--- config.mk ---
export PLATFORM = sky130hd
export DESIGN_NAME = pulse_rate_detector
export DESIGN_NICKNAME = d
export VERILOG_FILES = /design/src/rtl/pulse_rate_detector_pkg.sv /design/src/rtl/pulse_rate_detector_interval_counter.sv /design/src/rtl/pulse_rate_detector.sv
export SDC_FILE = /design/constraint.sdc
export NUM_CORES = 1
export LEC_CHECK = 0
export BUFFER_PORTS_ARGS = -buffer_cell sky130_fd_sc_hd__buf_2
export CAP_MARGIN = 10
export CORE_AREA = 2 2 132 102
export DETAILED_ROUTE_END_ITERATION = 10
export DIE_AREA = 0 0 134 104
export PLACE_DENSITY = 0.4
export RECOVER_POWER = 25
export SKIP_LAST_GASP = 1
export SYNTH_ARGS = -nofsm -noshare
export SYNTH_HDL_FRONTEND = slang
export SYNTH_SLANG_ARGS = --single-unit
--- constraint.sdc ---
create_clock -name clk -period 3.8 [get_ports clk]
set_input_delay 0.76 -clock clk [delete_from_list [all_inputs] [get_ports clk]]
set_output_delay 0.76 -clock clk [all_outputs]
set_load 0.02 [all_outputs]
--- src/rtl/pulse_rate_detector_pkg.sv ---
// Shared types and default tick periods for the rate divider / rate detector pair.
// Both ends pull their nominal periods from here so they always agree.
package pulse_rate_detector_pkg;

  typedef enum logic {SLOW = 1'b0, FAST = 1'b1} mode_t;

  typedef enum logic [1:0] {IDLE, ACQUIRE, LOCKED} det_state_t;

  typedef enum logic [1:0] {CLS_SLOW, CLS_FAST, CLS_INVALID} rate_class_t;

  localparam int unsigned DEF_FAST_PERIOD = 750000;
  localparam int unsigned DEF_SLOW_PERIOD = 1500000;

  function automatic mode_t class_to_mode(rate_class_t c);
    return (c == CLS_FAST) ? FAST : SLOW;
  endfunction

endpackage

--- src/rtl/pulse_rate_detector_interval_counter.sv ---
// Edge-cleared interval counter; it sticks at SAT_VAL once reached so that
// a long silence never wraps into something that looks like a valid period.
module interval_counter
  import pulse_rate_detector_pkg::*;
#(
  parameter int unsigned CNT_W   = 23,
  parameter int unsigned SAT_VAL = 3000000
) (
  input  logic             clk,
  input  logic             rst,
  input  logic             clear,
  output logic [CNT_W-1:0] count,
  output logic             saturated
);

  localparam logic [CNT_W-1:0] SAT = CNT_W'(SAT_VAL);

  logic [CNT_W-1:0] count_d, count_q;

  always_comb begin
    count_d = count_q;
    if (clear)               count_d = '0;
    else if (count_q != SAT) count_d = count_q + CNT_W'(1);
  end

  always_ff @(posedge clk or posedge rst) begin
    if (rst) count_q <= '0;
    else     count_q <= count_d;
  end

  assign count     = count_q;
  assign saturated = (count_q == SAT);

endmodule

--- src/rtl/pulse_rate_detector.sv ---
// Recovers the producer's FAST/SLOW rate mode from the spacing of tick edges,
// with lock hysteresis, a mode-change strobe and a loss-of-tick timeout.
module pulse_rate_detector
  import pulse_rate_detector_pkg::*;
#(
  parameter int unsigned CNT_W          = 23,
  parameter int unsigned FAST_PERIOD    = DEF_FAST_PERIOD,
  parameter int unsigned SLOW_PERIOD    = DEF_SLOW_PERIOD,
  parameter int unsigned TOL            = 1024,
  parameter int unsigned LOCK_COUNT     = 2,
  parameter int unsigned TIMEOUT_CYCLES = 3000000
) (
  input  logic             clk,
  input  logic             rst,
  input  logic             tick,
  output mode_t            mode,
  output logic             locked,
  output logic             mode_change,
  output logic [CNT_W-1:0] period,
  output logic             timeout
);

  localparam int unsigned MW = $clog2(LOCK_COUNT + 1);

  // One extra bit so count+1 and the upper bounds never wrap.
  localparam logic [CNT_W:0] F_LO = (FAST_PERIOD > TOL) ? (CNT_W+1)'(FAST_PERIOD - TOL) : '0;
  localparam logic [CNT_W:0] F_HI = (CNT_W+1)'(FAST_PERIOD + TOL);
  localparam logic [CNT_W:0] S_LO = (SLOW_PERIOD > TOL) ? (CNT_W+1)'(SLOW_PERIOD - TOL) : '0;
  localparam logic [CNT_W:0] S_HI = (CNT_W+1)'(SLOW_PERIOD + TOL);
  localparam logic [MW-1:0]    LOCK_N  = MW'(LOCK_COUNT);
  localparam logic [CNT_W-1:0] TO_LAST = CNT_W'(TIMEOUT_CYCLES - 1);

  logic             tick_q, armed_q, tick_edge;
  logic [CNT_W-1:0] count;
  logic             cnt_sat;
  logic [CNT_W:0]   p;
  rate_class_t      cls;
  mode_t            cls_mode;

  det_state_t       state_d, state_q;
  mode_t            mode_d, mode_q, cand_d, cand_q;
  logic             locked_d, locked_q, mc_d, mc_q, to_d, to_q, first_d, first_q;
  logic [CNT_W-1:0] period_d, period_q;
  logic [MW-1:0]    match_d, match_q, match_inc;

  // armed_q masks the first cycle after reset so a tick already high is not an event.
  assign tick_edge = tick & ~tick_q & armed_q;

  interval_counter #(.CNT_W(CNT_W), .SAT_VAL(TIMEOUT_CYCLES)) u_cnt (
    .clk       (clk),
    .rst       (rst),
    .clear     (tick_edge),
    .count     (count),
    .saturated (cnt_sat)
  );

  always_comb begin
    p = (CNT_W+1)'(count) + (CNT_W+1)'(1);
    // A saturated count no longer represents a real interval.
    if (cnt_sat)                    cls = CLS_INVALID;
    else if (p >= F_LO && p <= F_HI) cls = CLS_FAST;
    else if (p >= S_LO && p <= S_HI) cls = CLS_SLOW;
    else                             cls = CLS_INVALID;
    cls_mode  = class_to_mode(cls);
    match_inc = (match_q >= LOCK_N) ? match_q : match_q + MW'(1);
  end

  always_comb begin
    state_d  = state_q;
    mode_d   = mode_q;
    cand_d   = cand_q;
    locked_d = locked_q;
    mc_d     = 1'b0;
    to_d     = 1'b0;
    first_d  = first_q;
    period_d = period_q;
    match_d  = match_q;
    case (state_q)
      IDLE: if (tick_edge) begin
        state_d = ACQUIRE;
        match_d = '0;
      end
      ACQUIRE: if (tick_edge) begin
        period_d = p[CNT_W-1:0];
        if (cls == CLS_INVALID)      match_d = '0;
        else if (cls_mode == cand_q) match_d = match_inc;
        else begin
          cand_d  = cls_mode;
          match_d = MW'(1);
        end
        if (match_d >= LOCK_N) begin
          state_d  = LOCKED;
          mode_d   = cand_d;
          locked_d = 1'b1;
          mc_d     = first_q || (cand_d != mode_q);
          first_d  = 1'b0;
        end
      end
      LOCKED: if (tick_edge) begin
        period_d = p[CNT_W-1:0];
        if (cls == CLS_INVALID) begin
          state_d  = ACQUIRE;
          locked_d = 1'b0;
          match_d  = '0;
        end else if (cls_mode != mode_q) begin
          state_d  = ACQUIRE;
          locked_d = 1'b0;
          cand_d   = cls_mode;
          match_d  = MW'(1);
        end
      end
      default: state_d = IDLE;
    endcase
    // A same-cycle edge takes priority, hence the !tick_edge qualifier.
    if (state_q != IDLE && !tick_edge && count == TO_LAST) begin
      state_d  = IDLE;
      locked_d = 1'b0;
      to_d     = 1'b1;
      match_d  = '0;
      first_d  = 1'b1;
    end
  end

  always_ff @(posedge clk or posedge rst) begin
    if (rst) begin
      state_q  <= IDLE;
      mode_q   <= SLOW;
      cand_q   <= SLOW;
      locked_q <= 1'b0;
      mc_q     <= 1'b0;
      to_q     <= 1'b0;
      first_q  <= 1'b1;
      period_q <= '0;
      match_q  <= '0;
      tick_q   <= 1'b0;
      armed_q  <= 1'b0;
    end else begin
      state_q  <= state_d;
      mode_q   <= mode_d;
      cand_q   <= cand_d;
      locked_q <= locked_d;
      mc_q     <= mc_d;
      to_q     <= to_d;
      first_q  <= first_d;
      period_q <= period_d;
      match_q  <= match_d;
      tick_q   <= tick;
      armed_q  <= 1'b1;
    end
  end

  assign mode        = mode_q;
  assign locked      = locked_q;
  assign mode_change = mc_q;
  assign period      = period_q;
  assign timeout     = to_q;

endmodule

==> results by group, run 1 <==
Synthesis
  – Cell types with the highest counts after synthesis: sky130_fd_sc_hd__dfrtp_1, sky130_fd_sc_hd__nor2_1, sky130_fd_sc_hd__nand2_1, sky130_fd_sc_hd__o21ai_0, sky130_fd_sc_hd__xnor2_1
  – Sequential area share after synthesis: 0.432
  – Most numerous cell in the Yosys netlist: sky130_fd_sc_hd__dfrtp_1
  – Synthesized netlist cell count: 375
  – Post-synth ARST share: 1.00
  – Number of synthesized register bits: 58
  – Total nets after synthesis: 384
  – Cell type with the largest total area after synthesis: sky130_fd_sc_hd__dfrtp_1
  – Area contributors post-synth: sky130_fd_sc_hd__dfrtp_1, sky130_fd_sc_hd__nor2_1, sky130_fd_sc_hd__nand2_1
  – Post-Synthesis Mean Instance Area: 8.96 µm²
  – Number of distinct library cells after synthesis: 61
  – Syn Std Cell Area: 0.00336 mm²
  – Synth top area share: 0.425
  – Number of warning messages in the yosys log: 0
  – Count of flip-flops with a built-in enable after synthesis: 0
  – Synth Flop Type: sky130_fd_sc_hd__dfrtp_1

Worst setup path
  – Timing endpoint of the critical path: mode
  – Crit path from: u_cnt.count[6]
  – CP Launch Type: flop
  – Worst path bufs/invs: 1
  – Required arrival time at the worst endpoint: 4.02 ns
  – Endpoint class of the critical path: flop
  – Delay of the slowest cell on the worst path: 0.54 ns
  – Count of cells along the worst register-to-register path: 10
  – Top fanout value on the critical path: 11
  – Capturing point of the worst reg2reg path: mode
  – Number of gates on the worst path with buffers counted: 10
  – Data arrival time at the worst-slack endpoint: 3.77 ns
  – Flop-to-flop setup slack: 0.24 ns
  – Library cell contributing the largest single delay on the critical path: sky130_fd_sc_hd__xor2_1
  – Critical path's top delay family: simple AND/OR/NAND/NOR gates
  – RR Startpoint: u_cnt.count[6]
  – Path type of the worst setup path: reg -> reg
  – CP cell instances: nand4_1, nor4_1, buf_4, nand2_1, xor2_1, nand4b_1, a2111o_1, o32ai_2, nand3_1, mux2_1

Layout
  – Count of non-filler cells in the finished layout: 581
  – Diode insertion count for antenna repair: 0
  – Layout cells sized above 1: 0.195
  – Area growth from synthesis to final layout: 21.6%
  – Layout Nets: 414

Timing
  – Worst Max-Slew Pin Slew: 1.53 ns
  – Endpoints failing hold: 0
  – Setup TNS: 0 ns
  – Relative slew margins: -0.0176
  – Unrepaired setup endpoints after global routing: no
  – Worst slack on hold paths: 0.462 ns
  – Share of the clock period used by the worst path: 0.937
  – Max-slew violation count: 28
  – Post-route minimum period: 3.56 ns
  – Number of endpoints failing setup at the final stage: 0
  – Setup skew after layout: 0.00421 ns
  – Achievable frequency: 281 MHz

GRT
  – Number of global-route vias before repair: 2740
  – GR Util met1: 0.221
  – Met2 GRT Util: 0.184
  – First-pass GRT wire length: 15.3 mm
  – Met3 routing resource usage after global routing: 0.0409
  – Remaining Overflow, GRT: 0
  – Pin count of the biggest net entering global routing: 50
  – Number of antenna violations at the first check in global routing: 0
  – Overall Global Routing Usage: 0.141
  – Grt peak-use layer: met1

Run status
  – Violated checks: max-capacitance violations, max-slew violations
  – Result of the run: complete, but fails checks

Drt
  – Remaining design rule violation count: 0
  – Via/cell ratio: 4.87
  – Drt wl/cell: 16.2 µm
  – Detailed Routing Iterations Pass 1: 4
  – Routed via count: 2827
  – DRC violation total after the first TritonRoute iteration: 169
  – Routed wire length: 9.42 mm
  – Post-detailed-route count of antenna-violating nets: 0

Clocking
  – Buffer count from post-CTS setup fixing: 0
  – Worst-case clock buffer depth: 2
  – Clock slew seen by the registers of the worst setup and hold paths: 0.05 ns
  – Clock tree from TritonCTS: built
  – Insertion delay to the later sink of the worst-skew pair: 0.33 ns
  – Number of buffers created by CTS: 9
  – # clock sinks: 58
  – Number of H-tree levels: 3
  – Root buffer cell: sky130_fd_sc_hd__clkbuf_16

Power
  – Lkg Pwr: 1.74 nW
  – Pwr per Cell Area: 455 mW/mm²
  – Total power of the final layout: 1.86 mW
  – VDD IR-drop max: 197 µV

Placed design
  – HPWL after detailed placement: 6.78 mm
  – Port bufs: 29
  – GP Congestion: 0.888
  – Placed Instances: 564

Run
  – Max-cap viol count: 1

Floorplan
  – Die Ht: 104 µm
  – Horizontal die dimension: 134 µm
  – Initial Util: 0.265
  – Row Count: 36
  – Core ar.: 0.0127 mm²
  – Die area: 0.0139 mm²
  – Boundary pin count: 30

Worst hold path
  – Class of the tightest hold or removal check: reg -> reg
==> metrics by stage <==
step	worst slack, ns	util	cell area [µm²]
floorplan	0.604	-	3360
global placement	0.297	0.293	3710
detailed placement	0.137	0.293	3710
CTS	0.115	0.318	4030
global route	0.00630	0.323	4080
finish	0.241	0.323	4080
==> cell families after synthesis <==
kind of cell / share of synthesized area
AOI/OAI and AO/OA: 0.144
xor gates and xnor gates: 0.0704
adders and majority gates: 0.0223
buffers and inverters: 0.0428
DFF: 0.432
muxes: 0.0220
other: 0.00112
and+or+nand+nor: 0.265
==> how the worst min path moves through the flow <==
| stage | start | to | slack (ns) | cells past startpoint |
|---|---|---|---|---|
| after CTS | first_q | first_q | 0.46 | 2 |
| after detailed placement | first_q | first_q | 0.45 | 2 |
| after global placement | period[11] | period[11] | 0.46 | 2 |
| after floorplan | first_q | first_q | 0.44 | 2 |
| final | first_q | first_q | 0.46 | 2 |
| after global routing | first_q | first_q | 0.48 | 2 |
==> worst min-delay path, cell delays in order, from the launching register on <==
cell	delay, ns
sky130_fd_sc_hd__dfstp_2	0.36
sky130_fd_sc_hd__nand2_1	0.05
sky130_fd_sc_hd__nand2_1	0.05
==> area by class of cell <==
type	count	area, µm²
flip-flops and latches	58	1450
fillers	1347	8570
multi-input cells	283	1820
clock inverters	5	77.6
inverters	11	41.3
repair buffers	42	238
well taps	171	214
clock buffers	11	243
==> flip-flops by register name, indices dropped and copies added (netlist names) <==
name and flops:
cand_q 1, state_q 2, first_q 1, armed_q 1, mode 1, mode_change 1
match_q 2, locked 1, timeout 1, u_cnt.count 23, period 23, tick_q 1
==> power by group <==
| part | internal, mW | switching (mW) | leakage, nW |
|---|---|---|---|
| Combinational | 0.0838 | 0.149 | 0.800 |
| Clock | 0.589 | 0.297 | 0.156 |
| Sequential | 0.668 | 0.0707 | 0.781 |
==> layout by cell type (no fill, tap or decap), types with 5 or more instances in the layout <==
| cell type | instances |
|---|---|
| sky130_fd_sc_hd__clkbuf_16 | 9 |
| sky130_fd_sc_hd__buf_2 | 28 |
| sky130_fd_sc_hd__dfrtp_1 | 56 |
| sky130_fd_sc_hd__nand2_1 | 44 |
| sky130_fd_sc_hd__nor3_1 | 9 |
| sky130_fd_sc_hd__xnor2_1 | 18 |
| sky130_fd_sc_hd__xor2_1 | 8 |
| sky130_fd_sc_hd__or2_2 | 5 |
| sky130_fd_sc_hd__nand3_1 | 11 |
| sky130_fd_sc_hd__nand4_1 | 10 |
| sky130_fd_sc_hd__ha_1 | 5 |
| sky130_fd_sc_hd__buf_4 | 12 |
| sky130_fd_sc_hd__inv_1 | 11 |
| sky130_fd_sc_hd__nor2_1 | 46 |
| sky130_fd_sc_hd__o21ai_0 | 27 |
| sky130_fd_sc_hd__a21oi_1 | 8 |
==> repair_timing <==
item / 4_1_cts / 5_1_grt
endpoints found under the setup margin: 0 / 7
resized for setup: 0 / 10
hold buffers: 0 / 0
==> routing by layer <==
layer | wire length [µm] | vias to the layer above
met5 | 0 | -
met4 | 112 | 0
met3 | 399 | 12
met2 | 3800 | 53
met1 | 5110 | 1378
li1 | - | 1384
No activity file was read; power rests on OpenSTA's default activity.
==> run 2, diff against run 1 <==
--- a/config.mk
+++ b/config.mk
@@ -7,12 +7,13 @@
 export LEC_CHECK = 0
 export BUFFER_PORTS_ARGS = -buffer_cell sky130_fd_sc_hd__buf_2
 export CAP_MARGIN = 10
-export CORE_AREA = 2 2 132 102
+export CORE_AREA = 10 10 132 104
 export DETAILED_ROUTE_END_ITERATION = 10
-export DIE_AREA = 0 0 134 104
-export PLACE_DENSITY = 0.4
+export DIE_AREA = 0 0 142 114
+export PLACE_DENSITY = 0.44
 export RECOVER_POWER = 25
 export SKIP_LAST_GASP = 1
 export SYNTH_ARGS = -nofsm -noshare
 export SYNTH_HDL_FRONTEND = slang
 export SYNTH_SLANG_ARGS = --single-unit
+export TNS_END_PERCENT = 100
==> run 2 against run 1 <==
  * The run still ends with max-capacitance violations, max-slew violations left
  * Combinational power is 5% higher
  * Register-to-register slack better by 0.03 ns
  * Largest power group unchanged
  * Sequential power is 2% lower
  * Non-clock buffer count is 4 lower
  * Routed wire length is 2.3% lower
  * Cell area is 2.4% lower
  * Final cell count is 5.3% lower
  * Clock power is 2% lower
  * Critical path depth stayed put
  * Core utilization is 3.2 points higher
  * Fmax is 0.76% higher
  * Worst hold slack worse by 0.0027 ns
==> results by group, run 2 (synthesized netlist as in run 1, its figures left out) <==
Placed design
  – Placed Instances: 533
  – Port bufs: 29
  – GP Congestion: 0.876
  – HPWL after detailed placement: 6.59 mm
  – Placement-stage cell area: 0.00364 mm²

Floorplan
  – Boundary pin count: 30
  – Horizontal die dimension: 142 µm
  – Initial Util: 0.299
  – Die area: 0.0162 mm²
  – Core ar.: 0.0112 mm²
  – Die Ht: 114 µm
  – Row Count: 34

Clocking
  – Clock slew seen by the registers of the worst setup and hold paths: 0.05 ns
  – Insertion delay to the later sink of the worst-skew pair: 0.33 ns
  – CTS Hold Bufs: 0
  – Number of buffers created by CTS: 9
  – Number of H-tree levels: 3
  – Clock tree from TritonCTS: built
  – # clock sinks: 58
  – Root buffer cell: sky130_fd_sc_hd__clkbuf_16
  – Worst-case clock buffer depth: 2

Run
  – Max-cap viol count: 1

Drt
  – Post-detailed-route count of antenna-violating nets: 0
  – Metal-1 WL: 4.86 mm
  – Sum of met2 wire segment lengths after detailed routing: 3.70 mm
  – DRC violation total after the first TritonRoute iteration: 183
  – Routed via count: 2806
  – Routed wire length: 9.20 mm
  – Top metal layer carrying routed signals: met4
  – Via/cell ratio: 5.10
  – Detailed Routing Iterations Pass 1: 4
  – Drt wl/cell: 16.7 µm
  – Remaining design rule violation count: 0
  – Met3 WL post-DR: 580 µm

GRT
  – Remaining Overflow, GRT: 0
  – First-pass GRT wire length: 15.3 mm
  – Pin count of the biggest net entering global routing: 52
  – Number of antenna violations at the first check in global routing: 0
  – Number of global-route vias before repair: 2800
  – Overall Global Routing Usage: 0.118

Run status
  – Result of the run: complete, but fails checks
  – Violated checks: max-capacitance violations, max-slew violations

Timing
  – Worst slack on hold paths: 0.459 ns
  – Unrepaired setup endpoints after global routing: no
  – Share of the clock period used by the worst path: 0.930
  – Relative slew margins: -0.204
  – Worst Max-Slew Pin Slew: 1.81 ns
  – Endpoints failing hold: 0
  – Max-slew violation count: 34
  – Setup skew after layout: 0.00750 ns
  – Number of endpoints failing setup at the final stage: 0
  – Post-route minimum period: 3.53 ns
  – Setup TNS: 0 ns
  – Achievable frequency: 283 MHz

Worst hold path
  – Hold-critical path depth: 2
  – Class of the tightest hold or removal check: reg -> reg

Layout
  – Fill cell instance count of the final layout: 1184
  – Leading cell type in the layout, fill and taps excluded: sky130_fd_sc_hd__dfrtp_1
  – Layout cells sized above 1: 0.175
  – Utilization of the core after routing: 0.355
  – Layout Cell Area excl Fill: 0.00399 mm²
  – Area growth from synthesis to final layout: 18.6%
  – Count of non-filler cells in the finished layout: 550
  – Area of combinational cells with multiple inputs: 0.00178 mm²
  – Layout Nets: 410
  – Commonest non-fill, non-tap cells in the layout: sky130_fd_sc_hd__dfrtp_1, sky130_fd_sc_hd__nor2_1, sky130_fd_sc_hd__nand2_1
  – Diode insertion count for antenna repair: 0
  – Seq. cell area: 0.00145 mm²

Worst setup path
  – Top fanout value on the critical path: 7
  – Path type of the worst setup path: reg -> reg
  – Count of cells along the worst register-to-register path: 10
  – CP Launch Type: flop
  – Required arrival time at the worst endpoint: 4.01 ns
  – Data arrival time at the worst-slack endpoint: 3.74 ns
  – Endpoint class of the critical path: flop

Power
  – VDD IR-drop max: 185 µV
  – Pwr per Cell Area: 461 mW/mm²
  – Lkg Pwr: 1.71 nW
## run 2: cell count changes in the layout (fill, tap and decap cells not counted), sizes merged
cell / change
buf: -4
## run 2: final timing paths
check	startpoint	end	slack, ns
min in group asynchronous	rst	period[21]	0.54
max reg2reg	u_cnt.count[0]	match_q[0]	0.27
max	u_cnt.count[0]	match_q[0]	0.27
max in group asynchronous	rst	first_q	1.12
min reg2reg	first_q	first_q	0.46
min	first_q	first_q	0.46
## run 2: stage by stage
step | total power, mW | setup WS (ns)
final | 1.84 | 0.268
after global routing | 1.94 | 0.0127
after CTS | 1.86 | 0.117
after detailed placement | 0.982 | 0.0166
after global placement | 0.979 | 0.243
after floorplan | 0.905 | 0.604
## run 2: layout make-up
| cell class | count | share of cell area |
|---|---|---|
| repair buffers | 38 | 0.0521 |
| clock inverters | 5 | 0.0195 |
| clock buffers | 11 | 0.0609 |
| well taps | 144 | 0.0452 |
| multi-input cells | 283 | 0.447 |
| inverters | 11 | 0.0104 |
| flip-flops and latches | 58 | 0.365 |
## run 2: worst max-delay path: stages, from the launching register on
cell                       delay (ns)
sky130_fd_sc_hd__dfrtp_1         0.45
sky130_fd_sc_hd__ha_2            0.30
sky130_fd_sc_hd__nand2_1         0.21
sky130_fd_sc_hd__nor2_2          0.22
sky130_fd_sc_hd__xnor2_1         0.13
sky130_fd_sc_hd__or4_4           0.51
sky130_fd_sc_hd__a2111o_1        0.42
sky130_fd_sc_hd__a2111o_1        0.45
sky130_fd_sc_hd__o32ai_1         0.21
sky130_fd_sc_hd__a21o_1          0.17
sky130_fd_sc_hd__mux2_2          0.34
## run 2: power by group
part	internal (mW)	switching (mW)	total [mW]
clock	0.589	0.281	0.870
combinational	0.0855	0.158	0.244
sequential	0.668	0.0569	0.725
## run 2: per-layer routing
layer,vias to the layer above,GRT usage
met1,1357,0.169
met2,66,0.165
li1,1378,-
met4,0,0.0326
met5,-,0
met3,5,0.0399
## run 2: repair_timing
item / in CTS / in global routing
setup buffers: 0 / 0
endpoints found under the hold margin: 0 / 0
setup endpoints to repair: 1 / 7
gates resized for setup: 1 / 4
==> run 3, diff against run 2 <==
--- a/config.mk
+++ b/config.mk
@@ -5,7 +5,7 @@
 export SDC_FILE = /design/constraint.sdc
 export NUM_CORES = 1
 export LEC_CHECK = 0
-export BUFFER_PORTS_ARGS = -buffer_cell sky130_fd_sc_hd__buf_2
+export BUFFER_PORTS_ARGS = -buffer_cell sky130_fd_sc_hd__clkbuf_2
 export CAP_MARGIN = 10
 export CORE_AREA = 10 10 132 104
 export DETAILED_ROUTE_END_ITERATION = 10
==> run 3 against run 2 <==
  * The run still ends with max-capacitance violations, max-slew violations left
  * Register-to-register slack worse by 0.05 ns
  * Sequential cell count stayed put
  * Largest cell class unchanged
  * Fmax down 1.3%
  * Sequential share of layout area is 0.28 points lower
  * Total power is 1.5% higher
  * Via count barely moved
  * Largest power group unchanged
  * Final cell count down 0.18%
  * Clock power rose by 2.6%
  * Critical path type unchanged
  * Count of clock-buffer cells in the layout is 1 lower
  * Critical endpoint unchanged
==> results by group, run 3 (synthesized netlist as in run 1, its figures left out) <==
Timing
  – Unrepaired setup endpoints after global routing: no
  – Number of endpoints failing setup at the final stage: 0
  – Setup skew after layout: 0.00879 ns
  – Worst slack on hold paths: 0.472 ns
  – Worst Max-Slew Pin Slew: 1.85 ns
  – Setup TNS: 0 ns
  – Achievable frequency: 280 MHz
  – Max-slew violation count: 50
  – Share of the clock period used by the worst path: 0.941
  – Worst setup margin: 0.222 ns
  – Post-route minimum period: 3.58 ns
  – Endpoints failing hold: 0
  – Relative slew margins: -0.232

Clocking
  – # clock sinks: 58
  – Worst-case clock buffer depth: 2
  – Insertion delay to the later sink of the worst-skew pair: 0.34 ns
  – Number of buffers created by CTS: 9
  – Number of H-tree levels: 3
  – CTS Hold Bufs: 0
  – Clock slew seen by the registers of the worst setup and hold paths: 0.05 ns
  – Root buffer cell: sky130_fd_sc_hd__clkbuf_16
  – Clock tree from TritonCTS: built

Placed design
  – Placement-stage cell area: 0.00364 mm²
  – HPWL after detailed placement: 6.75 mm
  – Port bufs: 29
  – GP Congestion: 0.877
  – Pre-CTS setup slack: 0.0724 ns
  – Placed Instances: 533

Worst setup path
  – RR Startpoint: u_cnt.count[1]
  – Crit path from: u_cnt.count[1]
  – Number of gates on the worst path with buffers counted: 10
  – Path type of the worst setup path: reg -> reg
  – Worst path bufs/invs: 0
  – CP Launch Type: flop
  – Top fanout value on the critical path: 7
  – Count of cells along the worst register-to-register path: 10
  – Required arrival time at the worst endpoint: 4.02 ns
  – CP cell instances: ha_2, nand2_1, nor2_2, xnor2_1, or4_4, a2111o_1, a2111o_1, o32ai_1, a21o_1, mux2_2
  – Flop-to-flop setup slack: 0.22 ns
  – Timing endpoint of the critical path: match_q[0]
  – Data arrival time at the worst-slack endpoint: 3.79 ns
  – Most used cell along the critical path: sky130_fd_sc_hd__a2111o_1
  – Critical path's top delay family: compound AO/OA/AOI/OAI gates
  – Delay of the slowest cell on the worst path: 0.51 ns
  – Capturing point of the worst reg2reg path: match_q[0]
  – Endpoint class of the critical path: flop
  – Library cell contributing the largest single delay on the critical path: sky130_fd_sc_hd__or4_4

Floorplan
  – Boundary pin count: 30
  – Horizontal die dimension: 142 µm
  – Initial Util: 0.299
  – Die Ht: 114 µm
  – Row Count: 34
  – Core ar.: 0.0112 mm²
  – Die area: 0.0162 mm²

Drt
  – Drt wl/cell: 17.2 µm
  – Routed via count: 2804
  – Routed wire length: 9.42 mm
  – Via/cell ratio: 5.11
  – Detailed Routing Iterations Pass 1: 4
  – Post-detailed-route count of antenna-violating nets: 0
  – DRC violation total after the first TritonRoute iteration: 212
  – Remaining design rule violation count: 0

GRT
  – Number of antenna violations at the first check in global routing: 0
  – Overall Global Routing Usage: 0.121
  – First-pass GRT wire length: 15.5 mm
  – Remaining Overflow, GRT: 0
  – Pin count of the biggest net entering global routing: 50
  – Number of global-route vias before repair: 2833

Power
  – Total net switching power: 0.522 mW
  – Switching portion of total power: 0.279
  – Fraction of power consumed by the clock network: 0.479
  – Pwr per Cell Area: 465 mW/mm²
  – Total power of the final layout: 1.87 mW
  – VDD IR-drop max: 253 µV
  – Reg power frac: 0.390
  – Lkg Pwr: 1.70 nW
  – Int Power: 1.35 mW
  – Portion of total power attributed to combinational logic: 0.132

Run status
  – Result of the run: complete, but fails checks
  – Violated checks: max-capacitance violations, max-slew violations

Layout
  – Commonest non-fill, non-tap cells in the layout: sky130_fd_sc_hd__dfrtp_1, sky130_fd_sc_hd__nor2_1, sky130_fd_sc_hd__nand2_1
  – Area growth from synthesis to final layout: 19.6%
  – Layout Cell Area excl Fill: 0.00402 mm²
  – Layout cells sized above 1: 0.188
  – Diode insertion count for antenna repair: 0
  – Leading cell type in the layout, fill and taps excluded: sky130_fd_sc_hd__dfrtp_1
  – Count of non-filler cells in the finished layout: 549
  – Layout Nets: 409
  – Utilization of the core after routing: 0.358

Run
  – Max-cap viol count: 1

Worst hold path
  – Class of the tightest hold or removal check: reg -> reg
[run 3: changes by cell type in the layout (fill, tap and decap cells not counted), moves of 2 or more]
cell | previous run | this run
sky130_fd_sc_hd__clkbuf_1 | 3 | 1
sky130_fd_sc_hd__clkbuf_2 | 0 | 28
sky130_fd_sc_hd__buf_2 | 28 | 0
sky130_fd_sc_hd__clkinv_4 | 0 | 2
[run 3: final cells by class]
| cell class | instances | area (µm²) |
|---|---|---|
| Fill cell | 1186 | 7210 |
| Multi-Input combinational cell | 283 | 1810 |
| Sequential cell | 58 | 1450 |
| Clock buffer | 10 | 239 |
| Timing Repair Buffer | 37 | 204 |
| Tap cell | 144 | 180 |
| Clock inverter | 6 | 90.1 |
| Inverter | 11 | 41.3 |
[run 3: metal layers]
layer,vias to the layer above,global-route usage,part of all wire
met5,-,0,0
met4,0,0.0455,0.013
met3,11,0.0395,0.059
met2,67,0.167,0.42
met1,1348,0.170,0.51
li1,1378,-,-
[run 3: timing repair]
item | 4_1_cts | 5_1_grt
setup buffers | 0 | 0
resized for setup | 0 | 9
endpoints found under the setup margin | 0 | 8
hold endpoints to repair | 0 | 0
[run 3: how the worst min path moves through the flow]
stage,slack (ns),start,cells after the start,end
2_1_floorplan,0.44,first_q,2,first_q
3_3_place_gp,0.46,period[4],2,period[4]
3_5_place_dp,0.47,first_q,2,first_q
4_1_cts,0.48,first_q,2,first_q
5_1_grt,0.50,first_q,2,first_q
6_report,0.47,period[14],2,period[14]
[run 3: worst register-to-register path: stages (launching register included)]
cell,delay (ns)
sky130_fd_sc_hd__dfrtp_1,0.46
sky130_fd_sc_hd__ha_2,0.32
sky130_fd_sc_hd__nand2_1,0.21
sky130_fd_sc_hd__nor2_2,0.21
sky130_fd_sc_hd__xnor2_1,0.13
sky130_fd_sc_hd__or4_4,0.51
sky130_fd_sc_hd__a2111o_1,0.43
sky130_fd_sc_hd__a2111o_1,0.46
sky130_fd_sc_hd__o32ai_1,0.23
sky130_fd_sc_hd__a21o_1,0.17
sky130_fd_sc_hd__mux2_2,0.33
[run 3: power groups by stage]
stage | sequential, mW | clock, mW | combinational (mW)
4_1_cts | 0.726 | 0.911 | 0.248
6_report | 0.728 | 0.893 | 0.246
3_3_place_gp | 0.734 | 0 | 0.245
3_5_place_dp | 0.738 | 0 | 0.247
5_1_grt | 0.733 | 0.945 | 0.276
2_1_floorplan | 0.743 | 0 | 0.162
